### src/rtl/oven_pkg.sv
// Shared definitions for the oven cook timer: controller states and the BCD
// digit constants used by the time register.
package oven_pkg;

  typedef enum logic [1:0] {
    ST_IDLE    = 2'd0,
    ST_RUNNING = 2'd1,
    ST_PAUSED  = 2'd2,
    ST_DONE    = 2'd3
  } state_t;

  localparam logic [3:0] ZERO = 4'd0;
  localparam logic [3:0] NINE = 4'd9;
  localparam logic [3:0] FIVE = 4'd5;

  // One BCD digit minus one, wrapping to the given top value on borrow.
  function automatic logic [3:0] bcd_dec(input logic [3:0] d, input logic [3:0] wrap);
    return (d == ZERO) ? wrap : d - 4'd1;
  endfunction

endpackage

### src/rtl/bcd_time_dec.sv
// Four-digit MM:SS BCD register: keypad shift-in, clear, and a borrow-correct
// one-second decrement.
module bcd_time_dec
  import oven_pkg::*;
(
  input  logic       clk,
  input  logic       resetn,
  input  logic       clr,
  input  logic       shift_en,
  input  logic       dec_en,
  input  logic [3:0] digit,
  output logic [3:0] min_tens,
  output logic [3:0] min_ones,
  output logic [3:0] sec_tens,
  output logic [3:0] sec_ones,
  output logic       is_zero,
  output logic       is_one
);

  assign is_zero = (min_tens == ZERO) && (min_ones == ZERO) &&
                   (sec_tens == ZERO) && (sec_ones == ZERO);
  assign is_one  = (min_tens == ZERO) && (min_ones == ZERO) &&
                   (sec_tens == ZERO) && (sec_ones == 4'd1);

  always_ff @(posedge clk or negedge resetn) begin
    if (!resetn) begin
      min_tens <= ZERO;
      min_ones <= ZERO;
      sec_tens <= ZERO;
      sec_ones <= ZERO;
    end else if (clr) begin
      min_tens <= ZERO;
      min_ones <= ZERO;
      sec_tens <= ZERO;
      sec_ones <= ZERO;
    end else if (shift_en) begin
      min_tens <= min_ones;
      min_ones <= sec_tens;
      sec_tens <= sec_ones;
      sec_ones <= digit;
    end else if (dec_en && !is_zero) begin
      // Borrow ripples only through digits that are currently zero.
      sec_ones <= bcd_dec(sec_ones, NINE);
      if (sec_ones == ZERO) begin
        sec_tens <= bcd_dec(sec_tens, FIVE);
        if (sec_tens == ZERO) begin
          min_ones <= bcd_dec(min_ones, NINE);
          if (min_ones == ZERO) begin
            min_tens <= bcd_dec(min_tens, NINE);
          end
        end
      end
    end
  end

endmodule

### src/rtl/cook_timer.sv
// Microwave cook timer: keypad time entry, start/stop/clear control, door
// interlock and a one-second countdown derived from a clk prescaler.
module cook_timer
  import oven_pkg::*;
#(
  parameter int unsigned TICK_DIV = 50_000_000
) (
  input  logic       clk,
  input  logic       resetn,
  input  logic       door_closed,
  input  logic       start,
  input  logic       stop,
  input  logic       clear,
  input  logic       digit_valid,
  input  logic [3:0] digit,
  output logic [3:0] min_tens,
  output logic [3:0] min_ones,
  output logic [3:0] sec_tens,
  output logic [3:0] sec_ones,
  output logic       running,
  output logic       timer_done
);

  localparam int PW = (TICK_DIV > 2) ? $clog2(TICK_DIV) : 1;
  localparam logic [PW-1:0] LAST = PW'(TICK_DIV - 1);

  state_t        state;
  logic [PW-1:0] presc;
  logic          tick;
  logic          clr_time;
  logic          shift_en;
  logic          dec_en;
  logic          time_zero;
  logic          time_one;

  bcd_time_dec u_time (
    .clk      (clk),
    .resetn   (resetn),
    .clr      (clr_time),
    .shift_en (shift_en),
    .dec_en   (dec_en),
    .digit    (digit),
    .min_tens (min_tens),
    .min_ones (min_ones),
    .sec_tens (sec_tens),
    .sec_ones (sec_ones),
    .is_zero  (time_zero),
    .is_one   (time_one)
  );

  // Time-register strobes follow the same event priority as the FSM below.
  always_comb begin
    tick     = (presc == LAST);
    clr_time = 1'b0;
    shift_en = 1'b0;
    dec_en   = 1'b0;
    if (clear) begin
      clr_time = 1'b1;
    end else if (stop) begin
      clr_time = (state == ST_PAUSED);
    end else if (!door_closed) begin
      clr_time = 1'b0;
    end else if (state == ST_RUNNING) begin
      dec_en = tick;
    end else if (state == ST_IDLE && !start && digit_valid) begin
      shift_en = (digit <= NINE) && (sec_ones <= FIVE);
    end
  end

  always_ff @(posedge clk or negedge resetn) begin
    if (!resetn) begin
      state      <= ST_IDLE;
      presc      <= '0;
      running    <= 1'b0;
      timer_done <= 1'b0;
    end else if (clear) begin
      state      <= ST_IDLE;
      presc      <= '0;
      running    <= 1'b0;
      timer_done <= 1'b0;
    end else if (stop) begin
      case (state)
        ST_RUNNING: begin
          state   <= ST_PAUSED;
          running <= 1'b0;
        end
        ST_PAUSED: begin
          state <= ST_IDLE;
          presc <= '0;
        end
        ST_DONE: begin
          state      <= ST_IDLE;
          timer_done <= 1'b0;
        end
        default: ;
      endcase
    end else if (!door_closed) begin
      case (state)
        ST_RUNNING: begin
          state   <= ST_PAUSED;
          running <= 1'b0;
        end
        ST_DONE: begin
          state      <= ST_IDLE;
          timer_done <= 1'b0;
        end
        default: ;
      endcase
    end else begin
      case (state)
        ST_IDLE: begin
          if (start && !time_zero) begin
            state   <= ST_RUNNING;
            presc   <= '0;
            running <= 1'b1;
          end
        end
        ST_PAUSED: begin
          if (start) begin
            state   <= ST_RUNNING;
            running <= 1'b1;
          end
        end
        ST_RUNNING: begin
          if (tick) begin
            presc <= '0;
            if (time_one) begin
              state      <= ST_DONE;
              running    <= 1'b0;
              timer_done <= 1'b1;
            end
          end else begin
            presc <= presc + PW'(1);
          end
        end
        default: ;
      endcase
    end
  end

endmodule
### config.mk
export PLATFORM = sky130hd
export DESIGN_NAME = cook_timer
export DESIGN_NICKNAME = d
export VERILOG_FILES = /design/src/rtl/oven_pkg.sv /design/src/rtl/bcd_time_dec.sv /design/src/rtl/cook_timer.sv
export SDC_FILE = /design/constraint.sdc
export NUM_CORES = 1
export LEC_CHECK = 0
export ABC_AREA = 1
export CAP_MARGIN = 20
export CORE_MARGIN = 2
export CORE_UTILIZATION = 66
export CTS_BUF_LIST = sky130_fd_sc_hd__clkbuf_4 sky130_fd_sc_hd__clkbuf_8
export DETAILED_ROUTE_END_ITERATION = 8
export PLACE_DENSITY_LB_ADDON = 0.25
export RECOVER_POWER = 100
export SLEW_MARGIN = 30
export SYNTH_ARGS = -nofsm -noshare
export SYNTH_HDL_FRONTEND = slang
export SYNTH_SLANG_ARGS = --single-unit
### constraint.sdc
create_clock -name clk -period 2.8 [get_ports clk]
set_clock_uncertainty 0.15 [all_clocks]
set_input_delay 0.42 -clock clk [delete_from_list [all_inputs] [get_ports clk]]
set_output_delay 0.42 -clock clk [all_outputs]
set_load 0.05 [all_outputs]
# Yosys cells after proc, flatten, opt, wreduce, memory -nomap -nowiden
# Index checks and enable logic that the tools add are counted.
dict set report op_classes {
  order_cmp 2
  n_mux 66
  eq_ne 16
  n_reduce_logical 31
  addsub 5
}
# op n
set ops {}
lappend ops {{26-bit 2-to-1 mux} 6}
lappend ops {{4-bit 2-to-1 mux} 22}
lappend ops {{26-bit one-hot mux with 2 select lines} 1}
lappend ops {{26-bit by 1-bit adder with 26-bit output (second input constant)} 1}
lappend ops {{26-bit == test (second input constant)} 1}
lappend ops {{1-bit 2-to-1 mux} 26}
lappend ops {{4-bit zero test} 4}
lappend ops {{4-bit by 1-bit subtractor with 4-bit output (second input constant)} 4}
lappend ops {{5-bit != test (second input constant)} 3}
lappend ops {{3-bit nonzero test} 5}
lappend ops {{2-bit 2-to-1 mux} 7}
lappend ops {{4-bit by 1-bit != test with 1-bit output (second input constant)} 3}
lappend ops {{1-bit logical AND} 9}
lappend ops {{2-bit one-hot mux with 2 select lines} 2}
lappend ops {{4-bit AND reduction} 2}
lappend ops {{7-bit AND reduction} 1}
lappend ops {{6-bit by 1-bit != test with 1-bit output (second input constant)} 1}
lappend ops {{2-bit one-hot mux with 3 select lines} 1}
lappend ops {{3-bit AND reduction} 2}
lappend ops {{5-bit by 4-bit != test with 1-bit output (second input constant)} 1}
lappend ops {{5-bit AND reduction} 1}
lappend ops {{5-bit nonzero test} 1}
lappend ops {{2-bit == test (second input constant)} 2}
lappend ops {{4-bit by 1-bit == test with 1-bit output (second input constant)} 1}
lappend ops {{other kinds (12)} 13}
dict set report totals {
  input_bits 11
  wordCells 128
  regBits 46
  output_inout_bits 18
}

# Depth between registers and ports, before layout
# Gate-level depths: netlist of run 1.
dict set report logic_depth {
  ltp_word 11
  mapped_depth 13
  depth_no_buf 12
}

# Modules after synthesis
# From an unflattened synthesis of run 1, not the netlist that was laid out.
dict set report hier_totals {
  hier_cells 464
  area_unflattened_um2 3295.7
}
# mod n_inst seq_area_each_um2 cells_each area_per_inst_um2
set by_module_without_submodules {}
lappend by_module_without_submodules {cook_timer 1 750.7 308 2183.3}
lappend by_module_without_submodules {bcd_time_dec 1 400.4 156 1112.3}

# Worst setup path before layout of run 1
# Ideal clock, no wire load.
dict set report synth_timing {
  path_type {register -> register}
  startpoint {reg u_time.sec_ones[1]}
  endpoint {reg presc[17]}
  slack_ps 781
  synth_period_minus_slack_ps 2019
  path_buffers 1
  path_stages_with_launch 12
  required_time_ps 2532
  setup_ps 118
  arrival_ps 1751
  cell_sequence {dfrtp_1 nor2_2 nand2_1 nor2_4 nand3_2 nand2_1 nand3_2 nand2_2 nor2_4 buf_6 nand3_1 nand2_1}
}
dict set report synth_between {
  elab_chain_len 6
}
# element line_no
set synth_lines {}
lappend synth_lines {{from (decl)} bcd_time_dec.sv:15} ;# output logic [3:0] sec_ones,
lappend synth_lines {{from (signal assigned)} bcd_time_dec.sv:40} ;# sec_ones <= digit;
lappend synth_lines {{from (signal assigned)} bcd_time_dec.sv:43} ;# sec_ones <= bcd_dec(sec_ones, NINE);
lappend synth_lines {{4-bit zero test} bcd_time_dec.sv:21} ;# (sec_tens == ZERO) && (sec_ones == ZERO);
lappend synth_lines {{1-bit logical AND} bcd_time_dec.sv:21}
lappend synth_lines {{1-bit zero test} cook_timer.sv:112} ;# if (start && !time_zero) begin
lappend synth_lines {{1-bit logical AND} cook_timer.sv:112}
lappend synth_lines {{4-bit by 3-bit != test with 1-bit output (no source line)} -}
lappend synth_lines {{4-bit AND reduction (no source line)} -}
lappend synth_lines {{to (signal assigned)} cook_timer.sv:133} ;# presc <= presc + PW'(1);
lappend synth_lines {{to (decl)} cook_timer.sv:28} ;# logic [PW-1:0] presc;
# No other way between the ends.
# A chain may end at the register's enable or synchronous reset.

# Worst setup path in the final report of run 1
dict set report layout_timing {
  startpoint {reg presc[0]}
  endpoint {reg u_time.min_ones[2]}
}
dict set report layout_between {
  elab_chain_len 8
}
# element line_no
set layout_lines {}
lappend layout_lines {{26-bit == test} cook_timer.sv:53} ;# tick = (presc == LAST);
lappend layout_lines {{1-bit 2-to-1 mux} cook_timer.sv:63} ;# end else if (state == ST_RUNNING) begin
lappend layout_lines {{1-bit 2-to-1 mux} cook_timer.sv:61} ;# end else if (!door_closed) begin
lappend layout_lines {{1-bit 2-to-1 mux} cook_timer.sv:59} ;# end else if (stop) begin
lappend layout_lines {{1-bit 2-to-1 mux} cook_timer.sv:57} ;# if (clear) begin
lappend layout_lines {{1-bit logical AND} bcd_time_dec.sv:41} ;# end else if (dec_en && !is_zero) begin
lappend layout_lines {{3-bit nonzero test (no source line)} -}
lappend layout_lines {{3-bit AND reduction (no source line)} -}
lappend layout_lines {{to (signal assigned)} bcd_time_dec.sv:38} ;# min_ones <= sec_tens;
lappend layout_lines {{to (signal assigned)} bcd_time_dec.sv:47} ;# min_ones <= bcd_dec(min_ones, NINE);
lappend layout_lines {{to (decl)} bcd_time_dec.sv:13} ;# output logic [3:0] min_ones,
# No other way between the ends.

==> metrics.txt, run 1 <==
count of state elements after synthesis=46; power per cell area=677.8 mW/mm2; layout cell share with drive strength beyond 1=9.748%; number of instances in the synthesized netlist=568; final core utilization=74.97%; Critical R2R Capture=u_time.min_ones[2]; Core Box Area=0.005439 mm2; initial detailed-routing violation count=347; source-to-sink clock delay at the later pin of the worst-skew pair=310 ps; global-route wire length before repair=17,210 um; Buf/Inv on CP=0; R2R Setup Slk=240 ps; Final GP Congestion=1.053; Worst setup SP type=flip-flop; slew at the pin closest to its max-slew limit=1243 ps; worst min path class=reg2reg; antenna violations before repair=0; final cell area excluding filler cells=0.004078 mm2; outcome=finished, final reports clean; largest area contributor in the netlist=dfrtp_1; Post-synth ARST share=100.0%; clock tree root buffer cell=clkbuf_8; overall power of the completed layout=2.764 mW; DR WL/cell=15.42 um; count of endpoints failing setup in the final report=0; gr usage total=34.72%; area share of the largest cell type after synthesis=31.17%; commonest cells in the netlist=nand2_1, nor2_1, nand3_1, dfrtp_1, inv_1; sequential element share of the synthesized area=31.17%; count of antenna diodes in the layout=0; per-instance average area after synthesis=6.503 um2; Max stage delay on crit path=510 ps; Tcrit/Tclk final=91.36%; number of pins exceeding their max-slew limit in the final report=0; sum of overflow across all layers after global routing=0; number of unique standard cell types used by synthesis=39; final standard cell count with taps included and fillers excluded=667; vias per std cell=6.003; number of sinks driven by the clock tree=46; number of ports placed on the die boundary=29; number of detailed-route iterations in the first pass=5; leakage power=1.820 nW; Initial Util=67.91%; shortest clock period the worst path allows after layout=2558 ps; layout net count=606; cell type group with the largest total delay on the critical path=simple AND/OR/NAND/NOR gates; signed area change from the synthesized netlist to the final layout=10.40%; setup repair after global routing missed its margin=no; Rel. slew slack=17.12%; number of buffers added for setup after CTS=0; drt total wl=10,290 um; DRC=0; Arrival @ worst endpoint=2600 ps; ordered cell list for the critical path=ha_1, nand2_1, nor2_1, nand2_2, nor2_1, nand3_4, nor2_4, nand2_2, nand2_4, nand2_2, nand2_1, o21ai_1; final total negative setup slack=0 ps; Reg-to-Reg Start=presc[0]; maximum resistive drop on vdd=643.0 uV; crit path kind=reg2reg; half-perimeter wire length of the detailed placement result=7510 um; clock buffer depth=2; number of standard-cell rows in the floorplan=27; DIE AREA=0.006211 mm2; die boundary height=78.81 um; IO buf count=28; achievable frequency=390.9 MHz; Synth warnings=0; deepest level of the CTS H-tree=2; Critical Path End Type=flip-flop; largest net degree at the start of global routing=27; top fanout value on the critical path=13; Net Count, Synth=580; endpoint required time on the critical path=2840 ps; slowest stage cell on the critical path=dfrtp_1; critical hold path startpoint=timer_done; top_reg_cell synth=dfrtp_1; Placed Cells incl. Taps=658; post-route antenna net violation count=0; TritonCTS buffer count=5; number of global-route vias before repair=3,740; cell types occupying the most area after synthesis=dfrtp_1, nand2_1, nor2_1; most repeated cell in the gate-level netlist after synthesis=nand2_1; DIE WIDTH=78.81 um; synthesized cell area=0.003694 mm2; clock-pin slew of the registers on the worst-case setup and hold paths=100 ps; number of flops mapped to enable cells by yosys=0; number of max-cap violations=0; hold endpoint=timer_done; CTS tree=built; cell type with the highest occurrence count on the critical path=nand2_2; post-place instance area=0.003998 mm2; via count=4,004; final hold violation count=0; FF-to-FF path depth=12; hold depth=1
[cell usage in the layout (no fill, tap or decap), types with 14 or more instances in the layout]
master,n
nand2_1,186
inv_1,45
nand3_1,53
nor2_1,72
dlygate4sd3_1,19
o21ai_0,29
nor3_1,14
dfrtp_1,46
nand4_1,23
[state kept, by name, indices dropped and copies added, names as in the netlist]
name / count
presc: 26
running: 1
state: 2
u_time.sec_tens: 4
u_time.min_tens: 4
u_time.min_ones: 4
u_time.sec_ones: 4
timer_done: 1
[what timing repair did]
item                                   CTS  global route
endpoints found under the hold margin   20             0
setup endpoints to repair                0             0
gates resized for setup                  0             0
hold buffers                             1             0
[logic make-up (layout without fill, tap and decap cells)]
family / Yosys count / count (layout) / synth area share (%)
simple gates: 379 / 379 / 47.09
compound gates: 69 / 69 / 11.55
flops: 46 / 46 / 31.17
fa+ha+maj: 1 / 1 / 0.3387
xor+xnor: 5 / 5 / 1.186
buf+inv: 68 / 95 / 8.672
[worst reg2reg max path, stage by stage (launching register included)]
cell     delay, ps
dfrtp_1        510
ha_1           360
nand2_1        110
nor2_1         230
nand2_2         80
nor2_1         190
nand3_4        150
nor2_4         130
nand2_2         70
nand2_4        150
nand2_2        140
nand2_1        100
o21ai_1         70
[stage by stage]
| step | hold slack [ps] | worst slack [ps] |
|---|---|---|
| 6_report | 382.5 | 242.0 |
| 5_1_grt | 408.9 | 138.4 |
| 4_1_cts | 390.6 | 400.2 |
| 3_5_place_dp | 260.7 | 243.4 |
| 3_3_place_gp | 250.1 | 339.2 |
| 2_1_floorplan | -25.59 | 781.3 |
[per-layer routing]
metal	global-route usage (%)	up-vias	part of all wire, %
li1	-	1904	-
met1	41.77	1849	40
met2	63.85	215	50
met3	4.886	36	6.5
met4	11.21	0	3.2
met5	0	-	0
[how the worst max path moves through the flow]
stage | start | to | slack (ps) | cells after the start
after floorplan | u_time.sec_ones[1] | presc[17] | 780 | 11
after global placement | stop | u_time.min_tens[3] | 340 | 12
after detailed placement | stop | u_time.min_ones[2] | 240 | 12
after CTS | presc[0] | u_time.min_ones[2] | 400 | 12
after global routing | u_time.sec_ones[1] | presc[4] | 140 | 11
final | presc[0] | u_time.min_ones[2] | 240 | 12
[final cells by class]
class	instances	area, um2
multi-input combinational	454	2181
fill	475	1361
sequential	46	1151
timing repair buffer	36	349.1
inverter	51	193.9
tap	72	90.09
clock buffer	5	68.82
clock inverter	3	43.79
[power by group]
| group | internal, mW | leakage [nW] | switching [mW] |
|---|---|---|---|
| sequential | 0.760 | 0.627 | 0.162 |
| combinational | 0.389 | 1.13 | 0.931 |
| clock | 0.268 | 0.0585 | 0.254 |
Note: power is estimated with default switching activity, not from simulation.
==> run 2, diff against run 1 <==
- CORE_MARGIN: 2 -> 10
- REMOVE_ABC_BUFFERS: not set -> 1
==> run 2 against run 1 <==
Largest cell class unchanged. Total power rose by 3.4%. Sequential share of layout area fell by 0.13 points. Die area rose by 45%. Worst hold slack improved by 25 ps. First-iteration DRC count rose by 4.6%.
==> metrics.txt, run 2 (same netlist as run 1, synthesis figures left out) <==
number of detailed-route iterations in the first pass=5 (unchanged); final standard cell count with taps included and fillers excluded=668 (+0.15%); CTS tree=built; source-to-sink clock delay at the later pin of the worst-skew pair=310 ps (about the same); final core utilization=74.85% (-0.12 points); Arrival @ worst endpoint=2560 ps (-40 ps); sum of overflow across all layers after global routing=0 (unchanged); Rel. slew slack=18.59% (+1.5 points); Worst setup SP type=flip-flop; clock tree root buffer cell=clkbuf_8; achievable frequency=397.0 MHz (+1.5%); number of sinks driven by the clock tree=46 (unchanged); number of buffers added for setup after CTS=0 (unchanged); via count=3,940 (-1.6%); gr usage total=24.85% (-9.9 points); half-perimeter wire length of the detailed placement result=8006 um (+6.6%); signed area change from the synthesized netlist to the final layout=10.91%; register with the most flip-flops=presc; drt total wl=10,860 um (+5.5%); number of max-cap violations=0 (unchanged); largest net degree at the start of global routing=31 (+15%); cts repair resizes=0 (unchanged); top fanout value on the critical path=13 (unchanged); IO buf count=28 (unchanged); DR WL/cell=16.25 um (+5.4%); count of antenna diodes in the layout=0 (unchanged); setup repair after global routing missed its margin=no; clock buffer depth=2 (unchanged); final hold violation count=0 (unchanged); overall power of the completed layout=2.859 mW (+3.4%); most frequent cells in the layout=nand2_1, nor2_1, nand3_1; quantity of hold-fixing buffers added after cts=1 (unchanged); Core Box Area=0.005473 mm2 (+0.62%); final total negative setup slack=0 ps (unchanged); initial detailed-routing violation count=363 (+4.6%); number of global-route vias before repair=3,627 (-3.0%); maximum resistive drop on vdd=803.6 uV (+25%); DIE AREA=0.008989 mm2 (+45%); Initial Util=67.49% (-0.42 points); count of endpoints failing setup in the final report=0 (unchanged); TritonCTS buffer count=5 (unchanged); DRC=0 (unchanged); post-route antenna net violation count=0 (unchanged); outcome=finished, final reports clean; commonest non-fill, non-tap cell in the layout=nand2_1; layout cell share with drive strength beyond 1=9.732% (-0.016 points); clock-pin slew of the registers on the worst-case setup and hold paths=100 ps (about the same); shortest clock period the worst path allows after layout=2519 ps (-38.82 ps); crit path kind=reg2reg; worst min path class=reg2reg; global-route wire length before repair=17,910 um (+4.1%); vias per std cell=5.898 (-1.7%); number of pins exceeding their max-slew limit in the final report=0 (unchanged); Tcrit/Tclk final=89.97% (-1.4 points); flip-flop count of the largest register, all copies and words added=26 (unchanged); R2R Setup Slk=280 ps (+40 ps); layout net count=607 (+0.17%); die boundary height=94.81 um (+20%); antenna violations before repair=0 (unchanged); # fillers=454 (-4.4%); number of ports placed on the die boundary=29 (unchanged); power per cell area=697.8 mW/mm2 (+3.0%); endpoint required time on the critical path=2840 ps (about the same); DIE WIDTH=94.81 um (+20%); number of standard-cell rows in the floorplan=27 (unchanged); Placed Cells incl. Taps=659 (+0.15%); deepest level of the CTS H-tree=2 (unchanged); Final GP Congestion=0.9625 (-8.6%); multi-input combinational cell area=0.002182 mm2 (about the same); Critical Path End Type=flip-flop; area taken by flip-flops and latches=0.001151 mm2 (unchanged); slew at the pin closest to its max-slew limit=1221 ps (-22.07 ps); leakage power=1.824 nW (+0.22%)
## run 2: cell count changes in the layout (fill, tap and decap cells not counted), moves of 2 or more
| cell | delta |
|---|---|
| o21ai_0 | +5 |
| o21ai_2 | -3 |
| nor2_4 | +2 |
| o21ai_1 | -2 |
| nor2_1 | -2 |
## run 2: cell type report
type                       count  area share (%)
clock buffer                   5           1.680
clock inverter                 3           1.680
inverter                      51           4.734
multi-input combinational    454           53.27
sequential                    46           28.10
tap                           72           2.199
timing repair buffer          37           8.338
## run 2: stage by stage
stage | hold slack, ps | area (um2) | setup WS, ps
2_1_floorplan | -25.59 | 3567 | 594.2
3_3_place_gp | 256.7 | 3993 | 356.4
3_5_place_dp | 267.8 | 3993 | 258.3
4_1_cts | 417.3 | 4140 | 412.9
5_1_grt | 433.8 | 4096 | 83.88
6_report | 407.4 | 4096 | 280.8
## run 2: per-layer routing
| layer | vias to the layer above | track usage, % | routed length [um] |
|---|---|---|---|
| met1 | 1790 | 35.74 | 4861 |
| met5 | - | 0 | 0 |
| li1 | 1910 | - | - |
| met3 | 17 | 5.630 | 1233 |
| met2 | 223 | 35.70 | 4562 |
| met4 | 0 | 8.229 | 197 |
## run 2: where the power goes
group / internal, mW / leakage, nW / switching [mW] / total, mW
clock: 0.358 / 0.0683 / 0.249 / 0.607
sequential: 0.760 / 0.627 / 0.164 / 0.924
combinational: 0.384 / 1.13 / 0.943 / 1.33
total: 1.50 / 1.82 / 1.36 / 2.86
## run 2: final timing paths
kind,cells past startpoint,start,end
max in group asynchronous,3,resetn,timer_done
min,2,running,running
min in group asynchronous,2,resetn,presc[24]
max,12,presc[0],u_time.sec_tens[2]
max reg2reg,12,presc[0],u_time.sec_tens[2]
min reg2reg,2,running,running
## run 2: worst max-delay path, cell delays in order (launching register included)
cell and delay [ps]:
dfrtp_1 500, ha_1 340, nand2_1 120, nor2_1 250
nand2_2 120, nor2_4 110, nand3_4 110, nor2_4 120
nand2_2 80, nand2_4 160, nand2_1 160, nand2_1 90
o21ai_0 80
==> run 3, diff against run 2 <==
==> constraint.sdc (replaced) <==
create_clock -name clk -period 3 [get_ports clk]
set_clock_uncertainty 0.15 [all_clocks]
set_input_delay 0.9 -clock clk [delete_from_list [all_inputs] [get_ports clk]]
set_output_delay 0.9 -clock clk [all_outputs]
set_load 0.05 [all_outputs]
==> run 3 against run 2 <==
Total power shrank 11%. First-iteration DRC count shrank 20%. Setup slack lost 100 ps. Clock-buffer cell count grew 1. Critical path depth shrank 11. Flip-flop and latch count is the same. Combinational power shrank 5%. Non-clock buffer count grew 5. Routed wire length shrank 1.2%. Final cell count grew 0.75%. Design area grew 0.21%. Utilization grew 0.16 points. Critical path type is now reg2out. Critical endpoint is now sec_ones[1]. Highest routed layer unchanged.
==> metrics.txt, run 3 (same netlist as run 1, synthesis figures left out) <==
outcome=finished, final reports clean; slew at the pin closest to its max-slew limit=1136 ps (-85.02 ps); Critical R2R Capture=u_time.min_tens[3]; number of standard-cell rows in the floorplan=27 (unchanged); number of sinks driven by the clock tree=46 (unchanged); Rel. slew slack=24.26% (+5.7 points); clock buffer depth=2 (unchanged); ordered cell list for the critical path=dlygate4sd3_1; IO buf count=28 (unchanged); clock-pin slew of the registers on the worst-case setup and hold paths=90 ps (about the same); count of endpoints failing setup in the final report=0 (unchanged); minimum setup slack after placement=28.72 ps (-229.6 ps); Initial Util=67.49% (unchanged); half-perimeter wire length of the detailed placement result=8194 um (+2.3%); CP Capture Point=sec_ones[1]; source-to-sink clock delay at the later pin of the worst-skew pair=310 ps (about the same); number of detailed-route iterations in the first pass=5 (unchanged); number of max-cap violations=0 (unchanged); most frequent cells in the layout=nand2_1, nor2_1, nand3_1; Reg-to-Reg Start=presc[0]; TritonCTS buffer count=5 (unchanged); endpoint required time on the critical path=1950 ps (-890 ps); register with the most flip-flops=presc; worst setup path start=u_time.sec_ones[1]; FF-to-FF path depth=12 (unchanged); Placed Cells incl. Taps=665 (+0.91%); signed area change from the synthesized netlist to the final layout=11.15%; drt total wl=10,730 um (-1.2%); power per cell area=619.2 mW/mm2 (-11%); sum of overflow across all layers after global routing=0 (unchanged); global-route wire length before repair=17,660 um (-1.4%); final core utilization=75.01% (+0.16 points); number of ports placed on the die boundary=29 (unchanged); DRC=0 (unchanged); Tcrit/Tclk final=93.96%; Critical Path End Type=primary output; post-place instance area=0.004063 mm2 (+1.8%); via count=3,976 (+0.91%); leakage power=1.828 nW (+0.25%); cell type group with the largest total delay on the critical path=buffers and inverters; top fanout value on the critical path=8 (-5); crit path kind=reg2out; worst min path class=reg2reg; Arrival @ worst endpoint=1770 ps (-790 ps); final total negative setup slack=0 ps (unchanged); final standard cell count with taps included and fillers excluded=673 (+0.75%); clock network power share=16.6% (-4.6 points); vias per std cell=5.908 (+0.16%); R2R Setup Slk=500 ps (+220 ps); combinational fraction of design power=49.7% (+3.3 points); quantity of hold-fixing buffers added after cts=0 (-1); Final GP Congestion=0.9644 (+0.20%); flip-flop count of the largest register, all copies and words added=26 (unchanged); Seq pwr share=33.8% (+1.5 points); Max stage delay on crit path=940 ps (+440 ps); final hold violation count=0 (unchanged); gr usage total=24.28% (-0.57 points); number of logic stages on the critical path including buffering=1 (-11); die boundary height=94.81 um (unchanged); sw frac=49.89% (+2.4 points); deepest level of the CTS H-tree=2 (unchanged); number of global-route vias before repair=3,795 (+4.6%); setup repair after global routing missed its margin=no; initial detailed-routing violation count=292 (-20%); count of antenna diodes in the layout=0 (unchanged); Worst setup SP type=flip-flop; Buf/Inv on CP=1 (+1); number of pins exceeding their max-slew limit in the final report=0 (unchanged); clock tree root buffer cell=clkbuf_8; number of buffers added for setup after CTS=0 (unchanged); layout net count=612 (+0.82%); cts repair resizes=0 (unchanged); switching power total=1.268 mW (-6.5%); final worst slack=181.2 ps (-99.55 ps); antenna violations before repair=0 (unchanged); DR WL/cell=15.94 um (-1.9%); commonest non-fill, non-tap cell in the layout=nand2_1; final cell area excluding filler cells=0.004105 mm2 (+0.21%); DIE AREA=0.008989 mm2 (unchanged); largest net degree at the start of global routing=31 (unchanged); achievable frequency=354.8 MHz; layout cell share with drive strength beyond 1=10.15% (+0.42 points); Core Box Area=0.005473 mm2 (unchanged); CTS tree=built; slowest stage cell on the critical path=dlygate4sd3_1; post-route antenna net violation count=0 (unchanged); cell-internal power=1.274 mW (-15%); DIE WIDTH=94.81 um (unchanged); shortest clock period the worst path allows after layout=2819 ps; maximum resistive drop on vdd=633.2 uV (-21%)
-- run 3: worst register-to-register path: cells and delay by family (launching register included) --
kind / cells / cell delay [ps]
AND/OR/NAND/NOR: 11 / 1370
flip-flops: 1 / 510
adder cells (fa/ha/maj): 1 / 380
-- run 3: final cells by class --
type | instances | area, um2
fill | 467 | 1368
tap | 72 | 90.09
sequential | 46 | 1151
timing repair buffer | 42 | 394.1
multi-input combinational | 454 | 2181
clock inverter | 2 | 12.51
clock buffer | 6 | 82.58
inverter | 51 | 193.9
-- run 3: per-stage QoR --
stage	power, mW	hold slack [ps]
after floorplan	1.721	356.2
final	2.542	396.1
after detailed placement	2.161	382.0
after global placement	2.132	364.9
after CTS	2.576	335.9
after global routing	2.696	434.2
-- run 3: worst min path at each step --
stage | from | end | slack (ps) | cells past startpoint
floorplan | presc[1] | presc[1] | 360 | 2
global placement | u_time.min_tens[3] | u_time.min_tens[3] | 360 | 2
detailed placement | u_time.min_tens[1] | u_time.min_tens[1] | 380 | 2
CTS | resetn | presc[5] | 340 | 1
global route | running | running | 430 | 2
finish | u_time.min_tens[1] | u_time.min_tens[1] | 400 | 2
-- run 3: per-layer routing --
layer	track usage, %	part of all wire (%)	vias to the layer above
li1	-	-	1909
met1	25.21	37	1838
met2	45.19	52	182
met3	6.027	7.3	47
met4	10.35	3.5	0
met5	0	0	-
-- run 3: power groups by stage --
stage	Combinational [mW]	Clock, mW	Sequential (mW)
after floorplan	0.591	0	1.13
after global placement	1.27	0	0.862
after detailed placement	1.30	0	0.866
after CTS	1.30	0.418	0.857
after global routing	1.37	0.449	0.872
final	1.26	0.421	0.858
